$ cat src/rtl/rx_frame_readout_ctrl.sv
`default_nettype none
// +----------------------------------------------------------------------------+
// | Module  : rx_frame_readout_ctrl                                            |
// | Brief   : Per-frame read-out sequencer between the receive FIFO and a      |
// |           valid/ready byte stream; discards bad-CRC and empty frames.      |
// | Revision: 1.0  initial release                                             |
// +----------------------------------------------------------------------------+
module rx_frame_readout_ctrl #(
    parameter int LEN_W      = 11,
    parameter int DESC_DEPTH = 4,
    parameter int CNT_W      = 16
) (
    input  logic             clk,
    input  logic             rst,
    input  logic             fifo_wr_en,
    input  logic             frame_complete,
    input  logic             crc_valid,
    input  logic             crc_ok,
    input  logic             fifo_empty,
    input  logic [7:0]       fifo_data_out,
    output logic             fifo_rd_en,
    output logic [7:0]       m_data,
    output logic             m_valid,
    output logic             m_last,
    input  logic             m_ready,
    output logic [CNT_W-1:0] frames_ok,
    output logic [CNT_W-1:0] frames_drop,
    output logic             err_desc_ovf
);

    localparam int               c_aw      = $clog2(DESC_DEPTH);
    localparam logic [LEN_W-1:0] c_len_max = '1;
    localparam logic [CNT_W-1:0] c_cnt_max = '1;
    localparam logic [c_aw:0]    c_depth   = (c_aw + 1)'(DESC_DEPTH);

    typedef enum logic [2:0] {
        S_IDLE  = 3'd0,
        S_FETCH = 3'd1,
        S_WAIT  = 3'd2,
        S_HOLD  = 3'd3,
        S_DROP  = 3'd4
    } state_t;

    // ------------------------------------------------------------------
    // Per-frame byte counter
    // ------------------------------------------------------------------
    logic [LEN_W-1:0] r_byte_cnt;
    logic [LEN_W-1:0] r_len_hold;
    logic [LEN_W-1:0] w_cnt_inc;
    logic [LEN_W-1:0] w_desc_len;

    assign w_cnt_inc  = (fifo_wr_en && (r_byte_cnt != c_len_max)) ?
                        r_byte_cnt + LEN_W'(1) : r_byte_cnt;
    // A CRC result arriving with the frame end must see the length just counted.
    assign w_desc_len = frame_complete ? w_cnt_inc : r_len_hold;

    always_ff @(posedge clk or negedge rst) begin
        if (!rst) begin
            r_byte_cnt <= '0;
            r_len_hold <= '0;
        end else if (frame_complete) begin
            r_len_hold <= w_cnt_inc;
            r_byte_cnt <= '0;
        end else begin
            r_byte_cnt <= w_cnt_inc;
        end
    end

    // ------------------------------------------------------------------
    // Descriptor queue {length, crc_ok}
    // ------------------------------------------------------------------
    logic [LEN_W:0]   r_q_mem [DESC_DEPTH];
    logic [c_aw-1:0]  r_wr_ptr;
    logic [c_aw-1:0]  r_rd_ptr;
    logic [c_aw:0]    r_q_cnt;
    logic             w_q_full;
    logic             w_q_empty;
    logic             w_push;
    logic             w_pop;
    logic [LEN_W-1:0] w_head_len;
    logic             w_head_ok;

    assign w_q_full   = (r_q_cnt == c_depth);
    assign w_q_empty  = (r_q_cnt == '0);
    assign w_push     = crc_valid && (!w_q_full || w_pop);
    assign w_head_len = r_q_mem[r_rd_ptr][LEN_W:1];
    assign w_head_ok  = r_q_mem[r_rd_ptr][0];

    always_ff @(posedge clk) begin
        if (w_push) begin
            r_q_mem[r_wr_ptr] <= {w_desc_len, crc_ok};
        end
    end

    always_ff @(posedge clk or negedge rst) begin
        if (!rst) begin
            r_wr_ptr     <= '0;
            r_rd_ptr     <= '0;
            r_q_cnt      <= '0;
            err_desc_ovf <= 1'b0;
        end else begin
            if (w_push) begin
                r_wr_ptr <= r_wr_ptr + c_aw'(1);
            end
            if (w_pop) begin
                r_rd_ptr <= r_rd_ptr + c_aw'(1);
            end
            case ({w_push, w_pop})
                2'b10:   r_q_cnt <= r_q_cnt + (c_aw + 1)'(1);
                2'b01:   r_q_cnt <= r_q_cnt - (c_aw + 1)'(1);
                default: r_q_cnt <= r_q_cnt;
            endcase
            if (crc_valid && !w_push) begin
                err_desc_ovf <= 1'b1;
            end
        end
    end

    // ------------------------------------------------------------------
    // Read-out FSM
    // ------------------------------------------------------------------
    state_t           r_state;
    state_t           w_state_nxt;
    logic [LEN_W-1:0] r_rem;
    logic [LEN_W-1:0] w_rem_nxt;
    logic [7:0]       r_m_data;
    logic [7:0]       w_data_nxt;
    logic             r_m_valid;
    logic             w_valid_nxt;
    logic             r_m_last;
    logic             w_last_nxt;
    logic             w_rd_en;
    logic             w_ok_inc;
    logic             w_drop_inc;

    always_ff @(posedge clk or negedge rst) begin
        if (!rst) begin
            r_state   <= S_IDLE;
            r_rem     <= '0;
            r_m_data  <= '0;
            r_m_valid <= 1'b0;
            r_m_last  <= 1'b0;
        end else begin
            r_state   <= w_state_nxt;
            r_rem     <= w_rem_nxt;
            r_m_data  <= w_data_nxt;
            r_m_valid <= w_valid_nxt;
            r_m_last  <= w_last_nxt;
        end
    end

    always_comb begin
        w_state_nxt = r_state;
        w_rem_nxt   = r_rem;
        w_data_nxt  = r_m_data;
        w_valid_nxt = r_m_valid;
        w_last_nxt  = r_m_last;
        w_pop       = 1'b0;
        w_rd_en     = 1'b0;
        w_ok_inc    = 1'b0;
        w_drop_inc  = 1'b0;
        case (r_state)
            S_IDLE: begin
                if (!w_q_empty) begin
                    w_pop       = 1'b1;
                    w_rem_nxt   = w_head_len;
                    w_state_nxt = (w_head_ok && (w_head_len != '0)) ? S_FETCH : S_DROP;
                end
            end
            S_FETCH: begin
                if (!fifo_empty) begin
                    w_rd_en     = 1'b1;
                    w_rem_nxt   = r_rem - LEN_W'(1);
                    w_state_nxt = S_WAIT;
                end
            end
            S_WAIT: begin
                // rem was already decremented for this byte, so zero marks the last one.
                w_data_nxt  = fifo_data_out;
                w_valid_nxt = 1'b1;
                w_last_nxt  = (r_rem == '0);
                w_state_nxt = S_HOLD;
            end
            S_HOLD: begin
                if (r_m_valid && m_ready) begin
                    w_valid_nxt = 1'b0;
                    if (r_m_last) begin
                        w_ok_inc    = 1'b1;
                        w_state_nxt = S_IDLE;
                    end else begin
                        w_state_nxt = S_FETCH;
                    end
                end
            end
            S_DROP: begin
                if (r_rem == '0) begin
                    w_drop_inc  = 1'b1;
                    w_state_nxt = S_IDLE;
                end else if (!fifo_empty) begin
                    w_rd_en   = 1'b1;
                    w_rem_nxt = r_rem - LEN_W'(1);
                end
            end
            default: begin
                w_state_nxt = S_IDLE;
            end
        endcase
    end

    // ------------------------------------------------------------------
    // Saturating frame statistics
    // ------------------------------------------------------------------
    always_ff @(posedge clk or negedge rst) begin
        if (!rst) begin
            frames_ok   <= '0;
            frames_drop <= '0;
        end else begin
            if (w_ok_inc && (frames_ok != c_cnt_max)) begin
                frames_ok <= frames_ok + CNT_W'(1);
            end
            if (w_drop_inc && (frames_drop != c_cnt_max)) begin
                frames_drop <= frames_drop + CNT_W'(1);
            end
        end
    end

    assign fifo_rd_en = w_rd_en;
    assign m_data     = r_m_data;
    assign m_valid    = r_m_valid;
    assign m_last     = r_m_last;

endmodule
`default_nettype wire
$ cat config.mk
export PLATFORM = sky130hd
export DESIGN_NAME = rx_frame_readout_ctrl
export DESIGN_NICKNAME = d
export VERILOG_FILES = /design/src/rtl/rx_frame_readout_ctrl.sv
export SDC_FILE = /design/constraint.sdc
export NUM_CORES = 1
export LEC_CHECK = 0
export ABC_AREA = 0
export CAP_MARGIN = 15
export CORE_ASPECT_RATIO = 1.75
export CORE_MARGIN = 3
export CORE_UTILIZATION = 51
export DETAILED_ROUTE_END_ITERATION = 8
export PLACE_DENSITY = 0.72
export SYNTH_ARGS = -nofsm -noshare
export SYNTH_HDL_FRONTEND = slang
export SYNTH_SLANG_ARGS = --single-unit
$ cat constraint.sdc
create_clock -name clk -period 2.2 [get_ports clk]
set_input_delay 0.22 -clock clk [delete_from_list [all_inputs] [get_ports clk]]
set_output_delay 0.22 -clock clk [all_outputs]
set_load 0.01 [all_outputs]
[Yosys cells after proc, flatten, opt, wreduce, memory -nomap -nowiden]
Memories as Yosys holds them, arrays and structs flattened.
Index checks and enable logic that the tools add are counted.
Word-level totals
  flip-flop bits (word level): 86
  bits in writable memories: 48
  input port bits: 16
  logic and storage cells: 86
  memories kept: 1
Cells by class
  add/subtract/negate cells: 8
  equal/unequal tests: 15
  muxes and demuxes: 29
  reductions and logical operators: 20
Memories
  r_q_mem: depth 4, width 12, rd ports 1, clocked after memory_dff 0, wr ports 1, line 72  | logic [LEN_W:0] r_q_mem [DESC_DEPTH];
Operator list (number)
  11-bit 2-to-1 mux: 6
  11-bit one-hot mux with 3 select lines: 1
  16-bit by 1-bit adder with 16-bit output, second input constant: 2
  16-bit inequality test, second input constant: 2
  3-bit 2-to-1 mux: 5
  3-bit one-hot mux with 5 select lines: 1
  1-bit 2-to-1 mux: 13
  11-bit by 1-bit adder with 11-bit output, second input constant: 1
  11-bit zero test: 1
  11-bit inequality test, second input constant: 1
  11-bit nonzero test: 1
  11-bit by 1-bit subtractor with 11-bit output, second input constant: 1
  2-bit inequality test, second input constant: 5
  1-bit logical AND: 7
  3-bit by 2-bit == test with 1-bit output, second input constant: 2
  3-bit == test, second input constant: 2
  3-bit zero test: 2
  3-bit one-hot mux with 2 select lines: 1
  2-bit by 1-bit adder with 2-bit output, second input constant: 2
  1-bit one-hot mux with 2 select lines: 2
  4-bit AND reduction: 1
  2-bit nonzero test: 2
  3-bit by 1-bit adder with 3-bit output, second input constant: 1
  3-bit by 1-bit == test with 1-bit output, second input constant: 1
  other kinds (8): 9

[Longest topological paths before layout]
  word-level depth: 7
  mapped depth: 8
  depth with buffers taken out: 7

[Worst setup path before layout]
OpenSTA, ideal clock, no wires.
  path type: register to register
  start: reg r_state[1]
  end: reg r_q_cnt[2]
  data arrival time: 1985 ps
  setup slack: 87 ps
  stages on the path, launching flop included: 7
  clock period less this slack: 2113 ps
  cell sequence: dfrtp_1 -> buf_2 -> or3_1 -> or3_1 -> fa_1 -> mux2i_1 -> xor2_1
Between the ends
  cells in the longest elaborated chain, start to end: 6
  elaborated cells between the ends (all ways): 8
RTL lines
  start, declared: line 122  | state_t r_state;
  start signal, assigned: line 144  | r_state <= w_state_nxt;
  3-bit zero test *: line 162  | case (r_state)
  1-bit 2-to-1 mux *: line 162
  1-bit logical OR: line 85  | assign w_push = crc_valid && (!w_q_full || w_pop);
  1-bit logical AND: line 85
  2-bit by 1-bit == test with 1-bit output or 2-bit == test (tied branches): line 108  | case ({w_push, w_pop})
  3-bit one-hot mux with 2 select lines or 2-bit nonzero test (tied branches)
  end signal, assigned: line 109  | 2'b10: r_q_cnt <= r_q_cnt + (c_aw + 1)'(1);
  end signal, assigned: line 110  | 2'b01: r_q_cnt <= r_q_cnt - (c_aw + 1)'(1);
  end signal, assigned: line 111  | default: r_q_cnt <= r_q_cnt;
  end, declared: line 75  | logic [c_aw:0] r_q_cnt;
Every way passes the cells marked *; elsewhere a longest branch is shown, timed or not.
A chain may end at the register's enable or synchronous reset.

[Worst setup path in the final report]
  start: reg r_rem[0]
  end: out fifo_rd_en
Between the ends
  cells in the longest elaborated chain, start to end: 3
RTL lines
  start, declared: line 124  | logic [LEN_W-1:0] r_rem;
  start signal, assigned: line 145  | r_rem <= w_rem_nxt;
  11-bit zero test: line 196  | if (r_rem == '0) begin
  1-bit 2-to-1 mux: line 196
  1-bit one-hot mux with 2 select lines: line 162
  end, declared: line 21  | output logic fifo_rd_en,
Every way passes these cells.

==> impl_metrics.yaml <==
timing:
  slew_headroom: 0.658
  worst_slew_pin_slew_ns: 0.513
  max_freq_ghz: 0.479
  slew_violations: 0
  hold_viol_final: 0
  finalCritPeriodShare: 0.949
  skew_ns: 0.00617
  fin_crit_ns: 2.09
  whs_ns: 0.307
  worst_slack_ns: 0.113
  setup_viol_count_final: 0
layout:
  nets: 585
  syn_to_final_growth_pct: 25.9
  diodes: 0
  fillers: 812
  final_layout_size_suffix_gt1_frac: 0.177
  final_cells: 704
clocking:
  cts.sinks: 134
  clock_latency_ns: 0.42
  cts_root_buffer: "clkbuf_16"
  clock_path_buffers: 2
  cts_tree: "built"
  cts_max_level: 4
  clk_pin_slew_ns: 0.06
  cts_buffers: 17
drt:
  viasPerCell: 5.71
  drtAntennaViolNets: 0
  drtIter0Drc: 185
  wl_per_cell_um: 17.1
  wirelength_um: 12100
  via_count: 4017
  drcViolationCount: 0
  first_pass_iters: 4
die:
  io_pins: 60
  row_count: 51
  core-area_mm2: 0.0113
  start_util: 0.532
  dieHeight_um: 150
  die_w_um: 88.1
  die-area_mm2: 0.0132
logic_synthesis:
  yosysSeqAreaShare: 0.598
  yosysUniqueCellTypes: 55
  synthTopCellsByCount: "86 x dfrtp_1, 48 x edfxtp_1, 41 x nor2_1, 32 x nand2_1, 24 x a21oi_1"
  synth_ff_type: "dfrtp_1"
  syn_nets: 497
  avgSynthCellArea_um2: 12.8
  synthCells: 471
  yosysTopAreaCell: "dfrtp_1"
  synth_area_mm2: 0.00601
  ys_ff_latch: 134
  yosysWarnings: 0
  synth_top_area_share: 0.358
  ys_top_cells_by_area: "dfrtp_1 36%, edfxtp_1 24%, mux4_2 4.5%"
  async_flop_share: 0.642
  synthMostInstantiatedCell: "dfrtp_1"
  synth_edf_count: 48
placed_design:
  globalplace.congestion: 0.809
  place_inst: 669
  portBuffers: 59
  dp_hpwl_um: 8710
  pre_cts_slack_ns: 0.106
setup_path:
  path_class: "flip-flop to output port"
  crit_path_start_kind: "flip-flop"
  arrival_ns: 1.87
  cp_max_fo: 3
  worst_ep_required_time_ns: 1.98
  cp-end-kind: "output port"
power:
  p_per_area_mw_per_mm2: 861
  peakVddDrop_mv: 0.764
  leakage_uw: 0.00317
global_routing:
  globalRouteOverflowTotal: 0
  grt_pass1_vias: 4149
  grt_antenna_before_repair: 0
  grt_pass1_wl_um: 19800
  grt_max_degree: 38
  track_usage: 0.197
run_status:
  status: "finished, final reports clean"
run:
  maxCapViolations: 0
hold_path:
  hold_path_class: "primary input to async pin"
-- final cells by class --
cell class	count	area [um^2]	share of cell area
Sequential cell	134	3590	0.475
Timing Repair Buffer	82	840	0.111
Clock inverter	14	174	0.0230
Tap cell	132	165	0.0218
Clock buffer	18	429	0.0567
Multi-Input combinational cell	309	2310	0.305
Inverter	15	56.3	0.00744
-- flip-flops by register name (all words and copies together), names as in the netlist --
register      count
r_q_mem          48
frames_drop      16
frames_ok        16
r_byte_cnt       11
r_len_hold       11
r_rem            11
m_data            8
r_q_cnt           3
r_state           3
r_rd_ptr          2
r_wr_ptr          2
err_desc_ovf      1
m_last            1
m_valid           1
-- critical path: stages (launching register included) --
cell	delay, ns
dfrtp_1	0.36
inv_2	0.06
ha_1	0.20
nor4b_4	0.14
nand3_1	0.12
nand2b_1	0.08
a211oi_2	0.24
clkdlybuf4s15_2	0.25
-- timing repair --
action | 4_1_cts | 5_1_grt
resized for setup | 4 | 4
endpoints found under the hold margin | 35 | 0
endpoints found under the setup margin | 1 | 10
hold buffers | 1 | 0
cloned | 0 | 0
setup buffers | 1 | 1
-- through the flow --
step	area [um^2]	power, uW	setup TNS, ns	utilization
final	7560	6510	0	0.670
after global routing	7560	6750	-0.0309	0.670
after CTS	7540	6570	0	0.668
after detailed placement	6910	3680	0	0.612
after global placement	6910	3640	0	0.612
after floorplan	6010	3350	0	-
-- metal layers --
| metal | track usage | up-vias | wire (um) |
|---|---|---|---|
| met1 | 0.205 | 2005 | 4510 |
| met3 | 0.0501 | 26 | 414 |
| li1 | - | 1909 | - |
| met4 | 0.0862 | 0 | 253 |
| met5 | 0 | - | 0 |
| met2 | 0.363 | 77 | 6890 |
-- path summary, 6_finish.rpt --
path	slack (ns)	cells after the start	to	startpoint
min in group clk	0.41	2	m_data[1]	fifo_data_out[1]
worst min-delay path	0.31	2	frames_ok[2]	rst
max in group asynchronous	1.24	3	r_byte_cnt[5]	rst
worst min register to register	0.48	1	err_desc_ovf	err_desc_ovf
worst max-delay path	0.11	7	fifo_rd_en	r_rem[0]
worst max register to register	0.16	5	r_q_cnt[2]	r_state[1]
-- placed cells by master, fill, tap and decap left out, drive strengths merged, types with 13 or more instances in the layout --
cell type	count
a21oi	25
buf	23
clkbuf	18
clkdlybuf4s50	57
dfrtp	86
edfxtp	48
inv	20
mux2	13
nand2	32
nand3	19
nand4	16
nor2	42
nor3	14
xnor2	19
xor2	19
-- report_power, final --
group          switching [uW]  leakage [uW]  internal (uW)
sequential                102       0.00160           2870
clock                    1100      0.000284           1790
combinational             358       0.00129            298
total                    1560       0.00317           4960
-- kinds of logic after synthesis --
kind of cell | synth area share
adder cells (fa/ha/maj) | 0.0221
XOR/XNOR | 0.0554
AND/OR/NAND/NOR | 0.148
AO/OA/AOI/OAI | 0.0716
buffers and inverters | 0.0217
flip-flops | 0.598
multiplexers | 0.0827
Note: power is estimated with default switching activity, not from simulation.
